===== config.mk =====
export PLATFORM = sky130hd
export DESIGN_NAME = hash_word_scanner_flat
export DESIGN_NICKNAME = d
export VERILOG_FILES = /design/src/rtl/hash_word_scanner_pkg.sv /design/src/rtl/hash_word_scanner_if.sv /design/src/rtl/hash_word_scanner_tick_gen.sv /design/src/rtl/hash_word_scanner.sv /design/src/flat_wrapper.sv
export SDC_FILE = /design/constraint.sdc
export NUM_CORES = 1
export LEC_CHECK = 0
export ABC_AREA = 1
export BUFFER_PORTS_ARGS = -buffer_cell sky130_fd_sc_hd__buf_2
export CAP_MARGIN = 5
export CELL_PAD_IN_SITES_DETAIL_PLACEMENT = 1
export CELL_PAD_IN_SITES_GLOBAL_PLACEMENT = 1
export CORE_ASPECT_RATIO = 0.5
export CORE_MARGIN = 4
export CORE_UTILIZATION = 40
export CTS_CLUSTER_DIAMETER = 200
export DETAILED_ROUTE_END_ITERATION = 10
export PLACE_DENSITY_LB_ADDON = 0.1
export SLEW_MARGIN = 20
export SYNTH_ARGS = -nofsm -noshare
export SYNTH_HDL_FRONTEND = slang
export SYNTH_SLANG_ARGS = --single-unit

===== constraint.sdc =====
create_clock -name clk -period 14.5 [get_ports clk]
set_clock_uncertainty 0.2 [all_clocks]
set_input_delay 2.9 -clock clk [delete_from_list [all_inputs] [get_ports clk]]
set_output_delay 2.9 -clock clk [all_outputs]
set_load 0.03 [all_outputs]

===== src/rtl/hash_word_scanner_pkg.sv =====
// Shared types and default geometry for the hash word scanner and its display driver.
package hash_scan_pkg;

  typedef enum logic {
    MODE_MANUAL = 1'b0,
    MODE_AUTO   = 1'b1
  } mode_e;

  localparam int unsigned DEF_DATA_W = 256;
  localparam int unsigned DEF_WORD_W = 16;

endpackage


===== src/rtl/hash_word_scanner_if.sv =====
// Control/data bundle between the hash core side and the word scanner.
interface hash_word_scanner_if
  import hash_scan_pkg::*;
#(
  parameter int unsigned DATA_W = DEF_DATA_W,
  parameter int unsigned WORD_W = DEF_WORD_W
) ();

  localparam int unsigned NWORDS = DATA_W / WORD_W;
  localparam int unsigned SEL_W  = $clog2(NWORDS);

  logic              load;
  logic [DATA_W-1:0] data_in;
  logic              mode;
  logic [SEL_W-1:0]  sel_in;
  logic              pause;
  logic [WORD_W-1:0] word_out;
  logic [SEL_W-1:0]  idx_out;
  logic              valid;
  logic              wrap;

  modport master (
    output load, data_in, mode, sel_in, pause,
    input  word_out, idx_out, valid, wrap
  );

  modport slave (
    input  load, data_in, mode, sel_in, pause,
    output word_out, idx_out, valid, wrap
  );

endinterface


===== src/rtl/hash_word_scanner_tick_gen.sv =====
// Auto-scroll prescaler: emits a one-cycle tick every TICK_DIV enabled cycles.
module tick_gen #(
  parameter int unsigned TICK_DIV = 50_000_000
) (
  input  logic clk,
  input  logic reset,
  input  logic clear,
  input  logic enable,
  output logic tick
);

  localparam int unsigned CNT_W = (TICK_DIV > 1) ? $clog2(TICK_DIV) : 1;
  localparam logic [CNT_W-1:0] TERM = CNT_W'(TICK_DIV - 1);

  logic [CNT_W-1:0] cnt_q, cnt_d;

  always_comb begin
    tick  = 1'b0;
    cnt_d = cnt_q;
    if (clear) begin
      cnt_d = '0;
    end else if (enable) begin
      if (cnt_q == TERM) begin
        cnt_d = '0;
        tick  = 1'b1;
      end else begin
        cnt_d = cnt_q + CNT_W'(1);
      end
    end
  end

  always_ff @(posedge clk or posedge reset) begin
    if (reset) begin
      cnt_q <= '0;
    end else begin
      cnt_q <= cnt_d;
    end
  end

endmodule


===== src/rtl/hash_word_scanner.sv =====
// Captures a wide hash result and presents one registered WORD_W slice at a time,
// chosen manually or by a self-advancing scroll index.
module hash_word_scanner
  import hash_scan_pkg::*;
#(
  parameter int unsigned DATA_W   = DEF_DATA_W,
  parameter int unsigned WORD_W   = DEF_WORD_W,
  parameter int unsigned TICK_DIV = 50_000_000
) (
  input  logic                clk,
  input  logic                reset,
  hash_word_scanner_if.slave  bus
);

  localparam int unsigned NWORDS = DATA_W / WORD_W;
  localparam int unsigned SEL_W  = $clog2(NWORDS);
  localparam logic [SEL_W-1:0] LAST = SEL_W'(NWORDS - 1);

  mode_e             mode;
  logic              tick_clear, tick_en, tick;

  logic [DATA_W-1:0] shadow_q, shadow_d;
  logic [SEL_W-1:0]  idx_q, idx_d;
  logic              valid_q, valid_d;
  logic              wrap_q, wrap_d;
  logic [WORD_W-1:0] word_q, word_d;
  logic [SEL_W-1:0]  idx_out_q, idx_out_d;

  assign mode       = mode_e'(bus.mode);
  // Load and manual mode both pin the prescaler at zero, so a load always beats a coincident tick.
  assign tick_clear = bus.load || (mode == MODE_MANUAL);
  assign tick_en    = (mode == MODE_AUTO) && !bus.pause;

  tick_gen #(
    .TICK_DIV(TICK_DIV)
  ) u_tick_gen (
    .clk    (clk),
    .reset  (reset),
    .clear  (tick_clear),
    .enable (tick_en),
    .tick   (tick)
  );

  always_comb begin
    shadow_d  = shadow_q;
    idx_d     = idx_q;
    valid_d   = valid_q;
    wrap_d    = 1'b0;
    word_d    = shadow_q[idx_q*WORD_W +: WORD_W];
    idx_out_d = idx_q;
    if (bus.load) begin
      shadow_d = bus.data_in;
      valid_d  = 1'b1;
      idx_d    = '0;
    end else if (mode == MODE_MANUAL) begin
      if (32'(bus.sel_in) >= NWORDS) begin
        idx_d = LAST;
      end else begin
        idx_d = bus.sel_in;
      end
    end else if (tick) begin
      if (idx_q == LAST) begin
        idx_d  = '0;
        wrap_d = 1'b1;
      end else begin
        idx_d = idx_q + SEL_W'(1);
      end
    end
  end

  always_ff @(posedge clk or posedge reset) begin
    if (reset) begin
      shadow_q  <= '0;
      idx_q     <= '0;
      valid_q   <= 1'b0;
      wrap_q    <= 1'b0;
      word_q    <= '0;
      idx_out_q <= '0;
    end else begin
      shadow_q  <= shadow_d;
      idx_q     <= idx_d;
      valid_q   <= valid_d;
      wrap_q    <= wrap_d;
      word_q    <= word_d;
      idx_out_q <= idx_out_d;
    end
  end

  assign bus.word_out = word_q;
  assign bus.idx_out  = idx_out_q;
  assign bus.valid    = valid_q;
  assign bus.wrap     = wrap_q;

endmodule


===== src/flat_wrapper.sv =====
// flat-port wrapper written by rule: the top's interface ports become plain ports
module hash_word_scanner_flat import hash_scan_pkg::*;
#(
  parameter int unsigned DATA_W   = DEF_DATA_W,
  parameter int unsigned WORD_W   = DEF_WORD_W,
  parameter int unsigned TICK_DIV = 50_000_000
)
  (clk, reset, bus_load, bus_data_in, bus_mode, bus_sel_in, bus_pause, bus_word_out, bus_idx_out, bus_valid, bus_wrap);
  hash_word_scanner_if #(.DATA_W(DATA_W), .WORD_W(WORD_W)) bus_i ();
  input  logic clk;
  input  logic reset;
  input wire logic [$bits(bus_i.load)-1:0] bus_load;
  input wire logic [$bits(bus_i.data_in)-1:0] bus_data_in;
  input wire logic [$bits(bus_i.mode)-1:0] bus_mode;
  input wire logic [$bits(bus_i.sel_in)-1:0] bus_sel_in;
  input wire logic [$bits(bus_i.pause)-1:0] bus_pause;
  output wire logic [$bits(bus_i.word_out)-1:0] bus_word_out;
  output wire logic [$bits(bus_i.idx_out)-1:0] bus_idx_out;
  output wire logic [$bits(bus_i.valid)-1:0] bus_valid;
  output wire logic [$bits(bus_i.wrap)-1:0] bus_wrap;
  assign bus_i.load = bus_load;
  assign bus_i.data_in = bus_data_in;
  assign bus_i.mode = bus_mode;
  assign bus_i.sel_in = bus_sel_in;
  assign bus_i.pause = bus_pause;
  assign bus_word_out = bus_i.word_out;
  assign bus_idx_out = bus_i.idx_out;
  assign bus_valid = bus_i.valid;
  assign bus_wrap = bus_i.wrap;
  hash_word_scanner #(.DATA_W(DATA_W), .WORD_W(WORD_W), .TICK_DIV(TICK_DIV)) u_core (.clk(clk), .reset(reset), .bus(bus_i));
endmodule

# Word level (Yosys, flattened, before mapping)
# Index checks and enable logic that the tools add are counted.
# W data, S select, Z words.
dict set report op_classes {
  magnitude_cmp 0
  n_reduce_logical 4
  mux 14
  shift 1
  n_div 0
  mul 0
  eq_ne 3
  bitwise_logic 1
  add_sub_neg 2
}
# operator n
set ops {}
lappend ops {{$shiftx A256 B9 Y16} 1}
lappend ops {{$mux W26} 3}
lappend ops {{$add A26 B1 Y26 const B} 1}
lappend ops {{$eq A26 B26 Y1 const B} 1}
lappend ops {{$mux W4} 4}
lappend ops {{$mux W1} 7}
lappend ops {{$add A4 B1 Y4 const B} 1}
lappend ops {{$eq A4 B4 Y1 const B} 1}
lappend ops {{$ne A3 B2 Y1 const B} 1}
lappend ops {{$reduce_bool A2 Y1} 1}
lappend ops {{$logic_and A1 B1 Y1} 1}
lappend ops {{$logic_not A1 Y1} 1}
lappend ops {{$logic_or A1 B1 Y1} 1}
lappend ops {{$not A1 Y1} 1}
dict set report word_totals {
  out_inout_bits 22
  latch_bits 0
  in_bits 265
  mem_bits_rw 0
  romBits 0
  reg_bits 308
  n_memories 0
  word_cells 32
}

# Logic depth before layout (Yosys ltp)
# Gate-level depths: netlist of the first run.
dict set report logic_depth {
  ltp_word 7
  ltp_mapped 12
  mapped_depth_nobuf 11
}

# By module
# A second synthesis of the first run with hierarchy kept.
dict set report hier_totals {
  cells_unflattened 2031
  hier_area_um2 14948.1
}
# module cells_per_inst area_per_inst_um2 seq_area_each_um2 n_inst
set modules_own_cells {}
lappend modules_own_cells {hash_word_scanner 1760 13192.7 7056.8 1}
lappend modules_own_cells {tick_gen 271 1755.4 650.6 1}

# Least setup slack after synthesis of the first run
# No wires, ideal clock.
dict set report synth_path {
  path_kind {input-to-reg}
  from {input bus_load}
  to {register u_core.u_tick_gen.cnt_q[5]}
  required_time_ns 14.180
  n_path_buf 2
  arrival_time_ns 3.754
  setup_ns 0.120
  path_stages 8
  slack_ns 10.426
  cell_sequence {buf_4 > inv_2 > nand3_2 > inv_2 > buf_2 > nor2_1 > xnor2_1 > nor2_1}
}
dict set report synth_between {
  elab_chain_cells 2
}
# element line_no
set synth_rtl {}
lappend synth_rtl {{start: declaration} flat_wrapper.sv:12} ;# input wire logic [$bits(bus_i.load)-1:0] bus_load;
lappend synth_rtl {{$logic_or A1 B1 Y1 *} hash_word_scanner.sv:31} ;# assign tick_clear = bus.load || (mode == MODE_MANUAL);
lappend synth_rtl {{$mux W26 or $reduce_bool A2 Y1 (tied branches)} --}
lappend synth_rtl {{end signal: assignment} hash_word_scanner_tick_gen.sv:36} ;# cnt_q <= cnt_d;
lappend synth_rtl {{end: declaration} hash_word_scanner_tick_gen.sv:15} ;# logic [CNT_W-1:0] cnt_q, cnt_d;
# Mark *: on every way between the ends. The rest lies on a longest branch, timed or not.
# A chain may end at the register's enable or synchronous reset.

# Final worst setup path of the first run
dict set report layout_path {
  from {input bus_load}
  to {register u_core.shadow_q[215]}
}
# element line_no
set layout_lines {}
lappend layout_lines {{end signal: assignment} hash_word_scanner.sv:80} ;# shadow_q <= shadow_d;
lappend layout_lines {{end: declaration} hash_word_scanner.sv:22} ;# logic [DATA_W-1:0] shadow_q, shadow_d;
# No word-level cell between the ends.

==> reports/qor.csv, run 1 <==
metric,value,unit
status,completed,
yosys.area.top_type,dfrtp_1,
grtUsageTotal,23.8,%
ctsResizeCount,0,
syn_inst,1820,
worst-path-buf-inv,3,
grt_max_degree,120,
setup_slack,9.46,ns
antenna_found_initial,4,
drive_above_1_share,17.7,%
cts_inserted_buffers,31,
ys_seq_elements,308,
clock.fmax,199,MHz
cp_slowest_cell,buf_4,
syn2layout_area_growth,18.5,%
yosysSeqAreaShare,53.6,%
r2r_start,u_core.idx_out_d[0]$_DFFE_PP0P_,
synth.top_cells.by_area,"dfrtp_1, nand2_1, o21ai_0, inv_1, nand3_1",
avgSynthCellArea,7.90,um^2
synth_top_area_share,53.6,%
grt_pass1_wl,74000,um
synth.distinct_cells,35,
final_cells,2537,
cts_setup_buffers,0,
post-place-ws,8.90,ns
worst_path_largest_cell_delay,0.84,ns
cts-root-buf,clkbuf_16,
cts_sinks,308,
final_cell_area,0.0170,mm^2
cts_tree,done,
seq_area,0.00771,mm^2
power_density,126,mW/mm^2
gp_congestion,0.846,
finalMaxSlewViolations,0,
drc_errors,0,
cp-start-kind,input pin,
finalPower,2.15,mW
drt_first_iter_violations,873,
tightest_slew,0.991,ns
drt_pass1_iterations,5,
post-route-min-period,5.04,ns
crit_family,buffers and inverters,
n_fill_cell,4400,
routed_wl,47500,um
die_height,142,um
cts.reportedPaths.clkPinSlew,0.06,ns
critPathRequiredTime,14.69,ns
hold_class,reg2reg,
end_kind,flop,
vias,12700,
overflow,0,
io_buffer_count,286,
via_per_inst,5.02,
nets,2304,
period_share,34.7,%
initial_core_util,41.1,%
min_from,u_core.shadow_q[6]$_DFFE_PP0P_,
core,0.0350,mm^2
crit_path_start,bus_load,
critPathMostFrequentCell,buf_4,
yosys_warnings,0,
hold_viol_final,0,
rsz0062_at_grt,false,
final.setup.tns,0,ns
worstPathCellList,"buf_8, buf_4, buf_4, o21ai_0",
dp.cells,2479,
post-dp-hpwl,33500,um
die_w,276,um
worstSetupPathType,in2reg,
syn-num-nets,2087,
maxSlewHeadroom,33.9,%
ir_drop,90.8,uV
avgRoutedWirePerCell,18.7,um
postRouteAntennaNets,0,
placed_area,0.0160,mm^2
netlist_area,0.0144,mm^2
multi_input_area,0.00556,mm^2
drv_cap,0,
cts_max_level,1,
cts_buffer_depth,3,
clk-insertion-delay-late,0.57,ns
setup_violations,0,
p_leak,8.60,nW
critPathMaxFanout,119,
ios,287,
die_area,0.0392,mm^2
placementRows,48,
grt_pass1_vias,13100,
cts_hold_buf,0,
critPathArrivalTime,5.23,ns
## flip-flops by register name, indices dropped and copies added (netlist names)
signal                   flops
u_core.bus.idx_out           4
u_core.bus.valid             1
u_core.bus.word_out         16
u_core.bus.wrap              1
u_core.idx_out_d             4
u_core.shadow_q            256
u_core.u_tick_gen.cnt_q     26
## layer usage
metal,routed length [um],track usage [%],part of all wire [%]
met1,22700,34.3,48
met2,22500,38.9,47
met5,0,0,0
met3,1370,2.95,2.9
met4,1010,5.68,2.1
## cell usage in the layout (no fill, tap or decap), drive strengths merged
master  Yosys  routed
nor4        1       1
o221ai      1       1
a21oi      67      67
or2         2       2
nand3b      1       1
xnor2       4       4
nand2     684     684
o21ai     200     200
nor3        3       3
nor2       68      68
o21bai      4       4
ha          2       2
o211ai     64      64
clkbuf     48      42
clkinv      2       9
bufinv      0       4
nand4      11      11
xor2        5       5
nand3     117     117
nor3b       1       1
buf        66     298
dfrtp     308     308
and2        2       2
a31oi       1       1
inv       158     159
diode       0       4
## cell families (layout without fill, tap and decap cells)
kind of cell               Yosys count  in the layout  synth area share [%]
and+or+nand+nor                    890            890                  25.0
AOI/OAI and AO/OA                  337            337                  13.0
DFF                                308            308                  53.6
buffers and inverters              274            512                  7.74
xor gates and xnor gates             9              9                 0.548
adders and majority gates            2              2                 0.174
other                                0              4                     0
## area by class of cell
cell class / instances / area share [%]
Sequential cell: 308 / 45.3
Tap cell: 475 / 3.49
Clock inverter: 12 / 0.984
Clock buffer: 42 / 4.97
Timing Repair Buffer: 298 / 9.01
Antenna cell: 4 / 0.0588
Inverter: 160 / 3.58
Multi-Input combinational cell: 1238 / 32.6
## synth_stat cells (all sizes together)
cell	count
a21oi	67
ha	2
o21ai	200
o221ai	1
nor3b	1
o21bai	4
or2	2
buf	66
xnor2	4
o211ai	64
and2	2
inv	158
nor4	1
clkinv	2
xor2	5
dfrtp	308
a31oi	1
nor2	68
nand4	11
nor3	3
nand3	117
clkbuf	48
nand3b	1
nand2	684
## tightest hold or removal path, stage by stage, from the launching register on
cell and delay [ns]:
dfrtp_1 0.34, nand2_1 0.05, nand2_1 0.05
## path summary, 6_finish.rpt
path	slack (ns)	cells past startpoint	to
max reg2reg	11.36	6	u_core.bus.word_out[13]$_DFF_PP0_
min reg2reg	0.27	2	u_core.shadow_q[6]$_DFFE_PP0P_
max	9.46	4	u_core.shadow_q[215]$_DFFE_PP0P_
min	0.27	2	u_core.shadow_q[6]$_DFFE_PP0P_
max in group asynchronous	9.60	4	u_core.shadow_q[206]$_DFFE_PP0P_
min in group asynchronous	2.27	2	u_core.shadow_q[147]$_DFFE_PP0P_
## power breakdown
group / internal [mW] / switching (mW)
Clock: 0.478 / 0.346
Combinational: 0.107 / 0.236
Sequential: 0.937 / 0.0456
Total: 1.52 / 0.627
## stage by stage
step	util [%]	hold slack (ns)
final	48.7	0.269
after global routing	48.7	0.289
after CTS	48.7	0.269
after detailed placement	45.8	0.253
after global placement	45.8	0.248
after floorplan	-	0.149
No activity file was read; power rests on OpenSTA's default activity.
==> run 2, diff against run 1 <==
ABC_AREA = 0   (was 1)
CORE_UTILIZATION = 45   (was 40)
clock period = 5.1 ns   (was 14.5 ns; I/O delays follow)
==> run 2 against run 1 <==
Net effect: utilization increased by 7.3 points; largest cell class unchanged; critical path depth decreased by 1; count of clock-buffer cells in the layout decreased by 5; die area decreased by 15%; sequential share of layout area increased by 1.7 points; design area decreased by 3.5%; power increased to 2.8 times the previous value; worst hold slack got worse by 0.046 ns; synthesized cell count decreased by 53%.
==> reports/qor.csv, run 2 <==
metric,value,unit,change
status,completed,,unchanged
grt_pass1_vias,9593,,was 13100
maxSlewHeadroom,31.6,%,was 33.9%
post-place-ws,1.89,ns,was 8.90 ns
finish.utilization,56.0,%,was 48.7%
cts_buffer_depth,3,,unchanged
synth_edf_count,0,,unchanged
critPathMaxFanout,36,,was 119
tightest_slew,1.03,ns,was 0.991 ns
core,0.0293,mm^2,was 0.0350 mm^2
overflow,0,,unchanged
yosysMostFrequentCell,dfrtp_1,,was nand2_1
syn-num-nets,1121,,was 2087
p_int,4.52,mW,was 1.52 mW
syn2layout_area_growth,21.1,%,was 18.5%
cts_hold_buf,0,,unchanged
yosys-top-cells-count,"dfrtp_1, mux2_2, mux4_2",,"was nand2_1, dfrtp_1, o21ai_0"
finalMaxSlewViolations,0,,unchanged
synthArstFlopShare,100,%,unchanged
cts_setup_buffers,0,,unchanged
avgRoutedWirePerCell,23.8,um,was 18.7 um
yosysSeqAreaShare,56.8,%,was 53.6%
yosys.area.top_type,dfrtp_1,,unchanged
synth_top_area_share,56.8,%,was 53.6%
critPathMostFrequentCell,mux4_2,,was buf_4
power_density,365,mW/mm^2,was 126 mW/mm^2
cp-start-kind,flop,,was input pin
setup_violations,0,,unchanged
post-route-min-period,2.93,ns,
cts_sinks,308,,unchanged
worst-path-buf-inv,1,,was 3
drc_errors,0,,unchanged
die_height,131,um,was 142 um
gp_congestion,0.821,,was 0.846
synth.top_cells.by_area,"dfrtp_1, mux2_2, mux4_2, clkbuf_1, xnor2_1",,"was dfrtp_1, nand2_1, o21ai_0, inv_1, nand3_1"
routed_wl,36700,um,was 47500 um
syn_inst,854,,was 1820
hold_class,in2async,,was reg2reg
ios,287,,unchanged
finalPower,6.00,mW,was 2.15 mW
via_per_inst,5.44,,was 5.02
cts_inserted_buffers,29,,was 31
end_kind,flop,,unchanged
ys_seq_elements,308,,unchanged
grt_max_degree,163,,was 120
drive_above_1_share,60.7,%,was 17.7%
yosys_most_used_dff,dfrtp_1,,unchanged
die_w,254,um,was 276 um
final_cell_mix,"dfrtp_1, buf_2, mux2_2, mux4_2, nor2_1",,"was nand2_1, dfrtp_1, buf_2, o21ai_0, inv_1"
grtUsageTotal,22.5,%,was 23.8%
ctsResizeCount,0,,unchanged
hold_slack,0.222,ns,was 0.269 ns
p_comb_share,13.7,%,was 16.0%
cts_tree,done,,unchanged
ir_drop,253,uV,was 90.8 uV
swShare,24.6,%,was 29.2%
worstPathCellList,"buf_4, mux4_2, mux4_2",,"was buf_8, buf_4, buf_4, o21ai_0"
p_leak,7.04,nW,was 8.60 nW
critPathRequiredTime,5.32,ns,was 14.69 ns
mostFrequentLayoutCell,dfrtp_1,,was nand2_1
power.share.clock,39.2,%,was 38.3%
vias,8391,,was 12700
initial_core_util,46.2,%,was 41.1%
placementRows,44,,was 48
synth.distinct_cells,42,,was 35
period_share,57.5,%,
netlist_area,0.0136,mm^2,was 0.0144 mm^2
cp_slowest_cell,dfrtp_4,,was buf_4
cts.reportedPaths.clkPinSlew,0.07,ns,was 0.06 ns
setup_slack,2.17,ns,was 9.46 ns
drt_first_iter_violations,382,,was 873
drt_pass1_iterations,4,,was 5
nets,1392,,was 2304
power.switching,1.48,mW,was 0.627 mW
grt_pass1_wl,56200,um,was 74000 um
postRouteAntennaNets,0,,unchanged
avgSynthCellArea,15.9,um^2,was 7.90 um^2
clk-insertion-delay-late,0.56,ns,was 0.57 ns
yosys_warnings,0,,unchanged
largest_register_ffs,256,,unchanged
largest-register,u_core.shadow_q,,unchanged
post-dp-hpwl,26400,um,was 33500 um
hold_viol_final,0,,unchanged
critPathArrivalTime,3.16,ns,was 5.23 ns
rsz0062_at_grt,false,,unchanged
worst_path_largest_cell_delay,0.90,ns,was 0.84 ns
drv_cap,0,,unchanged
crit_family,multiplexers,,was buffers and inverters
pwr-share-seq,47.1,%,was 45.7%
io_buffer_count,286,,unchanged
die_area,0.0332,mm^2,was 0.0392 mm^2
cts-root-buf,clkbuf_16,,unchanged
clock.fmax,341,MHz,
worstSetupPathType,reg2reg,,was in2reg
cts_max_level,1,,unchanged
antenna_found_initial,14,,was 4
run 2: cell types whose count changed in the layout (fill, tap and decap cells not counted), moves of 5 or more:
cell | before | now
nand2_1 | 677 | 14
mux2_2 | 0 | 256
o21ai_0 | 199 | 5
inv_1 | 154 | 4
nand3_1 | 116 | 14
mux4_2 | 0 | 80
o211ai_1 | 64 | 1
a21oi_1 | 67 | 5
nor2_1 | 64 | 31
xnor2_1 | 4 | 15
clkbuf_1 | 8 | 1
nand2_2 | 5 | 0
nor3_1 | 3 | 8
nor4_1 | 1 | 6
run 2: final timing paths:
path / start / cells after the start / slack, ns / to
min reg2reg: u_core.bus.valid$_DFFE_PP0P_ / 1 / 0.30 / u_core.bus.valid$_DFFE_PP0P_
max reg2reg: u_core.idx_out_d[0]$_DFFE_PP0P_ / 3 / 2.17 / u_core.bus.word_out[15]$_DFF_PP0_
min: reset / 2 / 0.22 / u_core.shadow_q[68]$_DFFE_PP0P_
max: u_core.idx_out_d[0]$_DFFE_PP0P_ / 3 / 2.17 / u_core.bus.word_out[15]$_DFF_PP0_
max in group asynchronous: reset / 3 / 3.26 / u_core.shadow_q[238]$_DFFE_PP0P_
min in group clk: u_core.bus.valid$_DFFE_PP0P_ / 1 / 0.30 / u_core.bus.valid$_DFFE_PP0P_
run 2: area by class of cell:
| type | instances | area, um^2 |
|---|---|---|
| repair buffers | 295 | 1530 |
| diodes | 5 | 12.5 |
| fillers | 2889 | 12900 |
| inverters | 5 | 22.5 |
| flip-flops and latches | 308 | 7720 |
| clock buffers | 37 | 826 |
| multi-input cells | 486 | 5620 |
| well taps | 391 | 489 |
| clock inverters | 16 | 215 |
run 2: layer usage:
layer	global-route usage, %	vias to the layer above	part of all wire (%)
met3	5.10	58	5.0
li1	-	3721	-
met5	0	-	0.25
met1	29.0	4456	41
met4	4.96	12	1.6
met2	39.5	144	52
run 2: power groups by stage:
stage / registers (mW) / logic, mW / clock network, mW
2_1_floorplan: 2.86 / 0.508 / 0
3_3_place_gp: 2.85 / 0.803 / 0
3_5_place_dp: 2.87 / 0.828 / 0
4_1_cts: 2.83 / 0.833 / 2.43
5_1_grt: 2.86 / 0.883 / 2.54
6_report: 2.83 / 0.821 / 2.35
run 2: logic make-up (layout without fill, tap and decap cells):
| logic type | Yosys count | in the layout | synth area share, % |
|---|---|---|---|
| XOR/XNOR | 22 | 22 | 1.42 |
| flip-flops | 308 | 308 | 56.8 |
| adder cells (fa/ha/maj) | 2 | 2 | 0.184 |
| multiplexers | 337 | 337 | 34.6 |
| buffers and inverters | 60 | 353 | 1.77 |
| AO/OA/AOI/OAI | 19 | 19 | 0.913 |
| AND/OR/NAND/NOR | 106 | 106 | 4.30 |
| other | 0 | 5 | 0 |
run 2: through the flow:
| step | setup TNS [ns] | area (um^2) | instances |
|---|---|---|---|
| finish | 0 | 16400 | 1543 |
| global route | 0 | 16400 | 1542 |
| CTS | 0 | 16400 | 1538 |
| detailed placement | 0 | 15400 | 1485 |
| global placement | 0 | 15400 | 1485 |
| floorplan | -67.44 | 13600 | 854 |
==> run 3, diff against run 2 <==
CORE_UTILIZATION = 41   (was 45)
clock period = 2.55 ns   (was 5.1 ns; I/O delays follow)
==> run 3 against run 2 <==
Net effect: combinational power increased to 2.6 times the previous value; final cell count is 21% higher; power up 110%; utilization increased by 3.9 points; highest routed layer unchanged.
==> reports/qor.csv, run 3 (synthesis gave the netlist of run 2 again) <==
metric,value,unit,change
mostFrequentLayoutCell,dfrtp_1,,unchanged
whs_path_depth,2,,
vias,9775,,was 8391
hold_viol_final,0,,unchanged
largest-register,u_core.shadow_q,,unchanged
finalPower,12.4,mW,was 6.00 mW
drive_above_1_share,50.6,%,was 60.7%
placementRows,46,,was 44
grt_pass1_wl,69500,um,was 56200 um
drc_errors,0,,unchanged
cp_slowest_cell,dfrtp_4,,unchanged
drt_first_iter_violations,534,,was 382
critPathMostFrequentCell,mux4_2,,unchanged
cts_hold_buf,250,,was 0
largest_register_ffs,256,,unchanged
power.share.clock,37.2,%,was 39.2%
ctsResizeCount,0,,unchanged
worst_path_largest_cell_delay,0.62,ns,was 0.90 ns
n_fill_cell,3148,,was 2889
core,0.0321,mm^2,was 0.0293 mm^2
final.setup.tns,0,ns,unchanged
worstSetupPathType,reg2reg,,unchanged
dp.cells,1548,,was 1485
critPathArrivalTime,2.62,ns,was 3.16 ns
worst-path-buf-inv,1,,unchanged
maxSlewHeadroom,47.9,%,was 31.6%
ios,287,,unchanged
finalMaxSlewViolations,0,,unchanged
die_w,265,um,was 254 um
die_height,137,um,was 131 um
pwr-share-seq,45.7,%,was 47.1%
grtUsageTotal,25.5,%,was 22.5%
io_buffer_count,286,,unchanged
via_per_inst,5.25,,was 5.44
nets,1664,,was 1392
reg2reg_depth,3,,unchanged
end_kind,flop,,unchanged
critPathMaxFanout,13,,was 36
cts_max_level,1,,unchanged
placed_area,0.0157,mm^2,was 0.0154 mm^2
swShare,26.1,%,was 24.6%
rsz0062_at_grt,false,,unchanged
initial_core_util,42.2,%,was 46.2%
overflow,0,,unchanged
hold_class,in2reg,,was in2async
post-dp-hpwl,29100,um,was 26400 um
cts_setup_buffers,0,,unchanged
path_depth,3,,unchanged
drt_pass1_iterations,4,,unchanged
postRouteAntennaNets,0,,unchanged
final_cell_mix,"dfrtp_1, buf_2, mux2_2, dlygate4sd3_1, mux4_2",,"was dfrtp_1, buf_2, mux2_2, mux4_2, nor2_1"
cts_tree,done,,unchanged
cts_sinks,308,,unchanged
clock.fmax,416,MHz,was 341 MHz
routed_wl,46300,um,was 36700 um
critPathRequiredTime,2.77,ns,was 5.32 ns
p_int,9.14,mW,was 4.52 mW
grt_pass1_vias,11400,,was 9593
cts_buffer_depth,3,,unchanged
avgRoutedWirePerCell,24.8,um,was 23.8 um
syn2layout_area_growth,41.8,%,was 21.1%
cts-root-buf,clkbuf_16,,unchanged
drv_cap,0,,unchanged
ir_drop,473,uV,was 253 uV
hold_slack,0.0288,ns,was 0.222 ns
p_leak,8.22,nW,was 7.04 nW
grt_max_degree,123,,was 163
final_cells,1862,,was 1543
cts_inserted_buffers,29,,unchanged
period_share,94.2,%,was 57.5%
die_area,0.0362,mm^2,was 0.0332 mm^2
setup_violations,0,,unchanged
gp_congestion,0.817,,was 0.821
status,completed,,unchanged
cts.reportedPaths.clkPinSlew,0.07,ns,about the same
final_cell_area,0.0192,mm^2,was 0.0164 mm^2
worstPathCellList,"buf_4, mux4_2, mux4_2",,unchanged
tightest_slew,0.782,ns,was 1.03 ns
power.switching,3.23,mW,was 1.48 mW
cp-start-kind,flop,,unchanged
crit_family,multiplexers,,unchanged
post-route-min-period,2.40,ns,was 2.93 ns
antenna_found_initial,16,,was 14
power_density,643,mW/mm^2,was 365 mW/mm^2
p_comb_share,17.1,%,was 13.7%
clk-insertion-delay-late,0.57,ns,was 0.56 ns
==> run 3: cell types whose count changed in the layout (fill, tap and decap cells not counted), moves of 2 or more <==
cell,previous run,this run
clkinv_2,8,11
dlygate4sd3_1,0,250
buf_4,7,19
buf_12,2,12
diode_2,5,10
bufinv_16,5,3
==> run 3: per-stage QoR <==
stage | utilization (%) | worst slack [ns]
CTS | 59.8 | 0.164
finish | 59.9 | 0.148
global route | 59.9 | 0.0226
detailed placement | 49.0 | 0.170
floorplan | - | -2.26
global placement | 49.0 | 0.207
==> run 3: per-layer routing <==
layer | global-route usage (%) | routed length [um] | part of all wire [%] | up-vias
li1 | - | - | - | 4269
met1 | 31.8 | 18000 | 39 | 5171
met2 | 46.1 | 24600 | 53 | 256
met3 | 4.13 | 2270 | 4.9 | 77
met4 | 8.20 | 1350 | 2.9 | 2
met5 | 0 | 19 | 0.041 | -
==> run 3: final timing paths <==
kind	to	start	slack [ns]
min in group asynchronous	u_core.shadow_q[120]$_DFFE_PP0P_	reset	0.33
max	u_core.bus.word_out[14]$_DFF_PP0_	u_core.idx_out_d[0]$_DFFE_PP0P_	0.15
max reg2reg	u_core.bus.word_out[14]$_DFF_PP0_	u_core.idx_out_d[0]$_DFFE_PP0P_	0.15
min reg2reg	u_core.bus.idx_out[2]$_DFF_PP0_	u_core.idx_out_d[2]$_DFFE_PP0P_	0.25
min	u_core.shadow_q[64]$_DFFE_PP0P_	bus_data_in[64]	0.03
max in group asynchronous	u_core.shadow_q[168]$_DFFE_PP0P_	reset	1.03
==> run 3: layout make-up <==
cell class	count	area [um^2]	share of cell area, %
clock buffer	37	826	4.29
tap	432	541	2.81
antenna	10	25.0	0.130
timing repair buffer	567	4330	22.5
clock inverter	17	169	0.878
inverter	5	22.5	0.117
sequential	308	7710	40.1
multi-input combinational	486	5620	29.2
==> run 3: power groups by stage <==
stage / Clock, mW / Sequential, mW / Combinational (mW)
final: 4.61 / 5.66 / 2.11
after CTS: 4.70 / 5.63 / 2.08
after detailed placement: 0 / 5.71 / 1.76
after global routing: 4.94 / 5.70 / 2.25
after global placement: 0 / 5.69 / 1.71
after floorplan: 0 / 5.72 / 1.02
